File: config.mk
export PLATFORM = sky130hd
export DESIGN_NAME = instr_encoder
export DESIGN_NICKNAME = d
export VERILOG_FILES = /design/src/rtl/mips_isa_pkg.sv /design/src/rtl/instr_pack.sv /design/src/rtl/instr_encoder.sv
export SDC_FILE = /design/constraint.sdc
export NUM_CORES = 1
export LEC_CHECK = 0
export BUFFER_PORTS_ARGS = -buffer_cell sky130_fd_sc_hd__buf_2
export CAP_MARGIN = 20
export CORE_AREA = 2 2 127 67
export CTS_CLUSTER_SIZE = 16
export DETAILED_ROUTE_END_ITERATION = 8
export DIE_AREA = 0 0 129 69
export PLACE_DENSITY = 0.72
export SLEW_MARGIN = 10
export SYNTH_ARGS = -nofsm -noshare
export SYNTH_HDL_FRONTEND = slang
export SYNTH_SLANG_ARGS = --single-unit
File: constraint.sdc
create_clock -name clk -period 2.51 [get_ports clk]
set_clock_uncertainty 0.15 [all_clocks]
set_input_delay 0.3765 -clock clk [delete_from_list [all_inputs] [get_ports clk]]
set_output_delay 0.3765 -clock clk [all_outputs]
set_load 0.03 [all_outputs]
File: src/rtl/mips_isa_pkg.sv
// MIPS ISA constants shared by the instruction encoder and the control decoder.
package mips_isa_pkg;

  localparam logic [5:0] OP_RTYPE = 6'b000000;
  localparam logic [5:0] OP_LW    = 6'b100011;
  localparam logic [5:0] OP_SW    = 6'b101011;
  localparam logic [5:0] OP_BEQ   = 6'b000100;
  localparam logic [5:0] OP_BNE   = 6'b000101;
  localparam logic [5:0] OP_ADDI  = 6'b001000;
  localparam logic [5:0] OP_J     = 6'b000010;

  localparam logic [5:0] FN_ADD = 6'b100000;
  localparam logic [5:0] FN_SUB = 6'b100010;
  localparam logic [5:0] FN_AND = 6'b100100;
  localparam logic [5:0] FN_OR  = 6'b100101;
  localparam logic [5:0] FN_SLT = 6'b101010;

  typedef enum logic [2:0] {
    K_RTYPE = 3'd0, K_LW = 3'd1, K_SW = 3'd2, K_BEQ = 3'd3,
    K_BNE = 3'd4, K_ADDI = 3'd5, K_J = 3'd6, K_RSVD = 3'd7
  } kind_e;

  typedef enum logic [1:0] {S_IDLE, S_LOAD, S_DONE} enc_state_e;

  function automatic logic [31:0] fmt_i(input logic [5:0] op, input logic [4:0] rs,
                                        input logic [4:0] rt, input logic [15:0] imm);
    return {op, rs, rt, imm};
  endfunction

endpackage

File: src/rtl/instr_pack.sv
// Combinational field packer: kind + fields -> 32-bit MIPS word and illegal flag.
// ENCODER_CHECK_EN restricts R-type funct to add/sub/and/or/slt.
module instr_pack
  import mips_isa_pkg::*;
(
  input  logic [2:0]  kind,
  input  logic [4:0]  rs,
  input  logic [4:0]  rt,
  input  logic [4:0]  rd,
  input  logic [5:0]  funct,
  input  logic [15:0] imm,
  input  logic [25:0] target,
  output logic [31:0] word,
  output logic        illegal
);

  logic funct_ok;

`ifdef ENCODER_CHECK_EN
  always_comb begin
    funct_ok = 1'b0;
    case (funct)
      FN_ADD, FN_SUB, FN_AND, FN_OR, FN_SLT: funct_ok = 1'b1;
      default:                               funct_ok = 1'b0;
    endcase
  end
`else
  assign funct_ok = 1'b1;
`endif

  always_comb begin
    word    = '0;
    illegal = 1'b0;
    case (kind_e'(kind))
      K_RTYPE: begin
        word    = {OP_RTYPE, rs, rt, rd, 5'b00000, funct};
        illegal = !funct_ok;
      end
      K_LW:    word = fmt_i(OP_LW, rs, rt, imm);
      K_SW:    word = fmt_i(OP_SW, rs, rt, imm);
      K_BEQ:   word = fmt_i(OP_BEQ, rs, rt, imm);
      K_BNE:   word = fmt_i(OP_BNE, rs, rt, imm);
      K_ADDI:  word = fmt_i(OP_ADDI, rs, rt, imm);
      K_J:     word = {OP_J, target};
      default: illegal = 1'b1;
    endcase
  end

endmodule

File: src/rtl/instr_encoder.sv
// Sequential MIPS encoder: accepts field bundles and writes packed words to imem.
// Optional funct checking via ENCODER_CHECK_EN (see instr_pack).
module instr_encoder
  import mips_isa_pkg::*;
#(
  parameter int AW = 6
) (
  input  logic          clk,
  input  logic          reset,
  input  logic          start,
  input  logic          in_valid,
  output logic          in_ready,
  input  logic          in_last,
  input  logic [2:0]    in_kind,
  input  logic [4:0]    in_rs,
  input  logic [4:0]    in_rt,
  input  logic [4:0]    in_rd,
  input  logic [5:0]    in_funct,
  input  logic [15:0]   in_imm,
  input  logic [25:0]   in_target,
  output logic          imem_we,
  output logic [AW-1:0] imem_addr,
  output logic [31:0]   imem_wd,
  output logic [AW:0]   count,
  output logic          full,
  output logic          done,
  output logic          err
);

  localparam logic [AW:0] DEPTH = {1'b1, {AW{1'b0}}};

  enc_state_e  state_q, state_d;
  logic        we_q, we_d;
  logic [31:0] wd_q, wd_d;
  logic        last_q, last_d;
  logic [AW:0] count_q, count_d;
  logic        err_q, err_d;

  logic [31:0] pack_word;
  logic        pack_illegal;
  logic [AW:0] count_nxt;
  logic        accept;

  instr_pack u_pack (
    .kind    (in_kind),
    .rs      (in_rs),
    .rt      (in_rt),
    .rd      (in_rd),
    .funct   (in_funct),
    .imm     (in_imm),
    .target  (in_target),
    .word    (pack_word),
    .illegal (pack_illegal)
  );

  // Gate on the count after the pending write lands, so a full memory never wraps.
  assign count_nxt = count_q + (AW+1)'(we_q);
  assign in_ready  = (state_q == S_LOAD) && (count_nxt != DEPTH) && !start;
  assign accept    = in_valid && in_ready;

  always_comb begin
    state_d = state_q;
    we_d    = 1'b0;
    wd_d    = wd_q;
    last_d  = 1'b0;
    count_d = count_q;
    err_d   = err_q;

    if (we_q && count_q != DEPTH) count_d = count_q + (AW+1)'(1);

    if (accept) begin
      we_d   = !pack_illegal;
      last_d = in_last;
      err_d  = err_q | pack_illegal;
      if (!pack_illegal) wd_d = pack_word;
    end

    case (state_q)
      S_LOAD:  if (last_q) state_d = S_DONE;
      S_DONE:  state_d = S_IDLE;
      default: state_d = state_q;
    endcase

    // start wins over everything, including a write already in flight.
    if (start) begin
      state_d = S_LOAD;
      we_d    = 1'b0;
      last_d  = 1'b0;
      count_d = '0;
      err_d   = 1'b0;
    end
  end

  always_ff @(posedge clk or posedge reset) begin
    if (reset) begin
      state_q <= S_IDLE;
      we_q    <= 1'b0;
      wd_q    <= '0;
      last_q  <= 1'b0;
      count_q <= '0;
      err_q   <= 1'b0;
    end else begin
      state_q <= state_d;
      we_q    <= we_d;
      wd_q    <= wd_d;
      last_q  <= last_d;
      count_q <= count_d;
      err_q   <= err_d;
    end
  end

  assign imem_we   = we_q && !start;
  assign imem_addr = count_q[AW-1:0];
  assign imem_wd   = wd_q;
  assign count     = count_q;
  assign full      = (count_q == DEPTH);
  assign done      = (state_q == S_DONE);
  assign err       = err_q;

endmodule

==> flow_metrics.py <==
metrics = {
    "run_status": {
        "outcome": "complete, no violations",
    },
    "setup_path": {
        "rr_worst_depth": 8,
        "r2r_slack_ps": 140,
        "worstPathMaxFanout": 3,
        "start_kind": "register",
        "crit_start": "count[0]",
        "critPathKind": "reg -> out",
        "required_ps": 1980,
        "regToRegStartpoint": "count[0]",
        "reg2reg_to": "imem_wd[23]",
        "crit_path_end_kind": "output pin",
        "arrival_ps": 1920,
        "endpoint": "in_ready",
    },
    "synthesis": {
        "yosysSeqAreaShare_pct": 42.6,
        "synthArstFlopShare_pct": 100,
        "ys_ff_latch": 43,
        "synthesis.area_sq_um": 2530,
        "yosysWarnings": 0,
        "netlist_instances": 259,
        "syn-mean-instance-area_sq_um": 9.76,
        "synth_ff_type": "dfrtp_1",
        "synth_nets": 334,
        "synth_edf_count": 0,
        "ys_types": 42,
    },
    "clocking": {
        "cts_setup_buffers": 0,
        "clock-sinks": 43,
        "cts_max_level": 2,
        "worstSkewPairLatency_ps": 280,
        "root_buffer": "clkbuf_16",
        "cts_buffers": 5,
        "clkTransAtPathRegs_ps": 60,
        "cts_tree": "built",
        "clockBufferDepth": 2,
    },
    "route": {
        "vias": 2306,
        "dr.pass1.iters": 5,
        "ant_nets": 0,
        "drt-total-wl_um": 7130,
        "wl_per_cell_um": 14.5,
        "drc": 0,
        "viasPerCell": 4.69,
        "drtIter0Drc": 83,
    },
    "placement": {
        "dp.cells": 483,
        "routabilityCongestion": 0.782,
        "place.port_buffers": 119,
        "dp_hpwl_um": 5460,
    },
    "floorplanning": {
        "core-area_sq_um": 7800,
        "num_rows": 23,
        "die_w_um": 129,
        "die_h_um": 69,
        "start_util_pct": 32.4,
        "die_area_sq_um": 8900,
        "ioPinCount": 121,
    },
    "timing": {
        "setup_tns_ps": 0,
        "finalSetupViolCount": 0,
        "timing_hold_violations_final": 0,
        "period_share_pct": 97.4,
        "fin_crit_ps": 2450,
        "relSlewSlack_pct": 56.3,
        "fmax_mhz": 409,
        "slew_violations": 0,
        "tightest_slew_ps": 653,
    },
    "global_route": {
        "antenna_found_initial": 0,
        "groute.usage.overall_pct": 16.5,
        "grt_remaining_overflow": 0,
        "grt_pass1_vias": 2274,
        "grt_max_degree": 24,
        "grt_pass1_wl_um": 11500,
    },
    "finish": {
        "drive_gt1_share_pct": 45.0,
        "instances_no_fill": 492,
        "fillers": 788,
        "syn2layout_area_growth_pct": 37.7,
        "antenna_cells": 0,
        "final_net_count": 454,
    },
    "power_and_ir_drop": {
        "p_leak_uw": 0.00181,
        "peakVddDrop_mv": 0.297,
        "power.density_nw_per_um2": 669,
    },
    "job": {
        "cap_violations": 0,
    },
    "min_path": {
        "min_path_type": "in -> reg",
    },
}
Yosys cell counts (all sizes together) (2+ instances only):
cell    instances  area share, %
nand4           2           0.49
nor2           12            1.8
nand3           5           0.99
o21ai          17            3.4
mux2i          17            6.7
dfrtp          43             43
o211ai          2           0.59
nand2          23            3.7
nand2b          4           0.99
mux2           18            9.2
inv            16            2.4
buf            10            3.0
a22oi          12            3.6
nor3b          10            3.0
ha              4            2.0
and2            3           0.74
a21oi          20            4.0
clkbuf         12            1.8
nor2b           8            2.0
xor2            4            1.4
a31oi           2           0.74
cells by family after synthesis:
family | after synthesis | synth area share, %
xor+xnor | 5 | 1.73
buf+inv | 38 | 7.18
mux | 35 | 15.9
fa+ha+maj | 4 | 1.98
flops | 43 | 42.6
simple gates | 75 | 16.3
compound gates | 58 | 14.1
other cells | 1 | 0.148
critical path: stages, from the launching register on:
cell and delay [ps]:
dfrtp_2 430, ha_4 180, ha_4 230, nor4bb_4 290, a22oi_2 140, o21a_1 220, buf_6 140
where the power goes:
group          switching, uW  internal [uW]
Sequential              67.9            817
Clock                    259            395
Combinational            493            297
Total                    819           1510
worst min-delay path by stage:
stage / endpoint / cells past startpoint / slack, ps / from
final: last_q / 2 / 150 / in_last
after global routing: last_q / 2 / 160 / in_last
after detailed placement: state_q[0] / 2 / 290 / reset
after floorplan: state_q[1] / 2 / 310 / last_q
after global placement: state_q[0] / 2 / 280 / reset
after CTS: last_q / 2 / 150 / in_last
layout make-up:
type                    instances  area [sq um]  area share (%)
repair buffers                135           724            20.8
well taps                     112           140            4.03
flip-flops and latches         43          1080            31.0
inverters                      16          60.1            1.73
clock buffers                   7           143            4.10
multi-input cells             178          1330            38.2
clock inverters                 1          5.00           0.144
through the flow:
step | hold WS (ps) | area [sq um] | util, % | total power (uW) | setup slack, ps
global placement | 277 | 3260 | 41.8 | 1660 | 55.8
floorplan | 311 | 2530 | - | 1410 | 3.91
global route | 158 | 3480 | 44.6 | 2480 | -11.1
CTS | 150 | 3450 | 44.3 | 2360 | 39.8
finish | 153 | 3480 | 44.6 | 2330 | 64.2
detailed placement | 290 | 3260 | 41.8 | 1680 | -39.4
timing repair:
action | CTS | global route
hold buffers | 1 | 0
gates cloned | 0 | 0
pin swaps | 3 | 0
gates resized for setup | 5 | 4
endpoints found under the hold margin | 21 | 0
endpoints found under the setup margin | 17 | 17
routing by layer:
metal  up-vias  share of wire, %  track usage (%)
li1       1130                 -                -
met1      1082                50             23.5
met2        90                44             25.2
met3         4               6.1             4.35
met4         0              0.48             3.26
met5         -                 0                0
flip-flops by register name, indices dropped and copies added (netlist names):
signal / count
err: 1
last_q: 1
state_q: 2
count: 7
imem_wd: 31
we_q: 1
layout by cell type, fill, tap and decap left out, types with 2 or more instances in the layout:
cell type  netlist  layout
buf_2            1     118
dfrtp_1         43      42
nand2_1         22      22
a21oi_1         20      20
mux2i_1         17      17
o21ai_0         17      17
inv_1           16      15
buf_4            8      15
nor2_1          12      12
a22oi_1         12      11
nor3b_1         10      10
mux2_2          10      10
nor2b_1          8       8
mux2_4           8       8
nand3_1          5       5
clkbuf_16        0       5
nand2b_1         4       4
xor2_1           4       4
o211ai_1         2       2
nand4_1          2       2
and2_1           2       2
ha_1             4       2
ha_4             0       2
(Power assumes the default switching activity.)
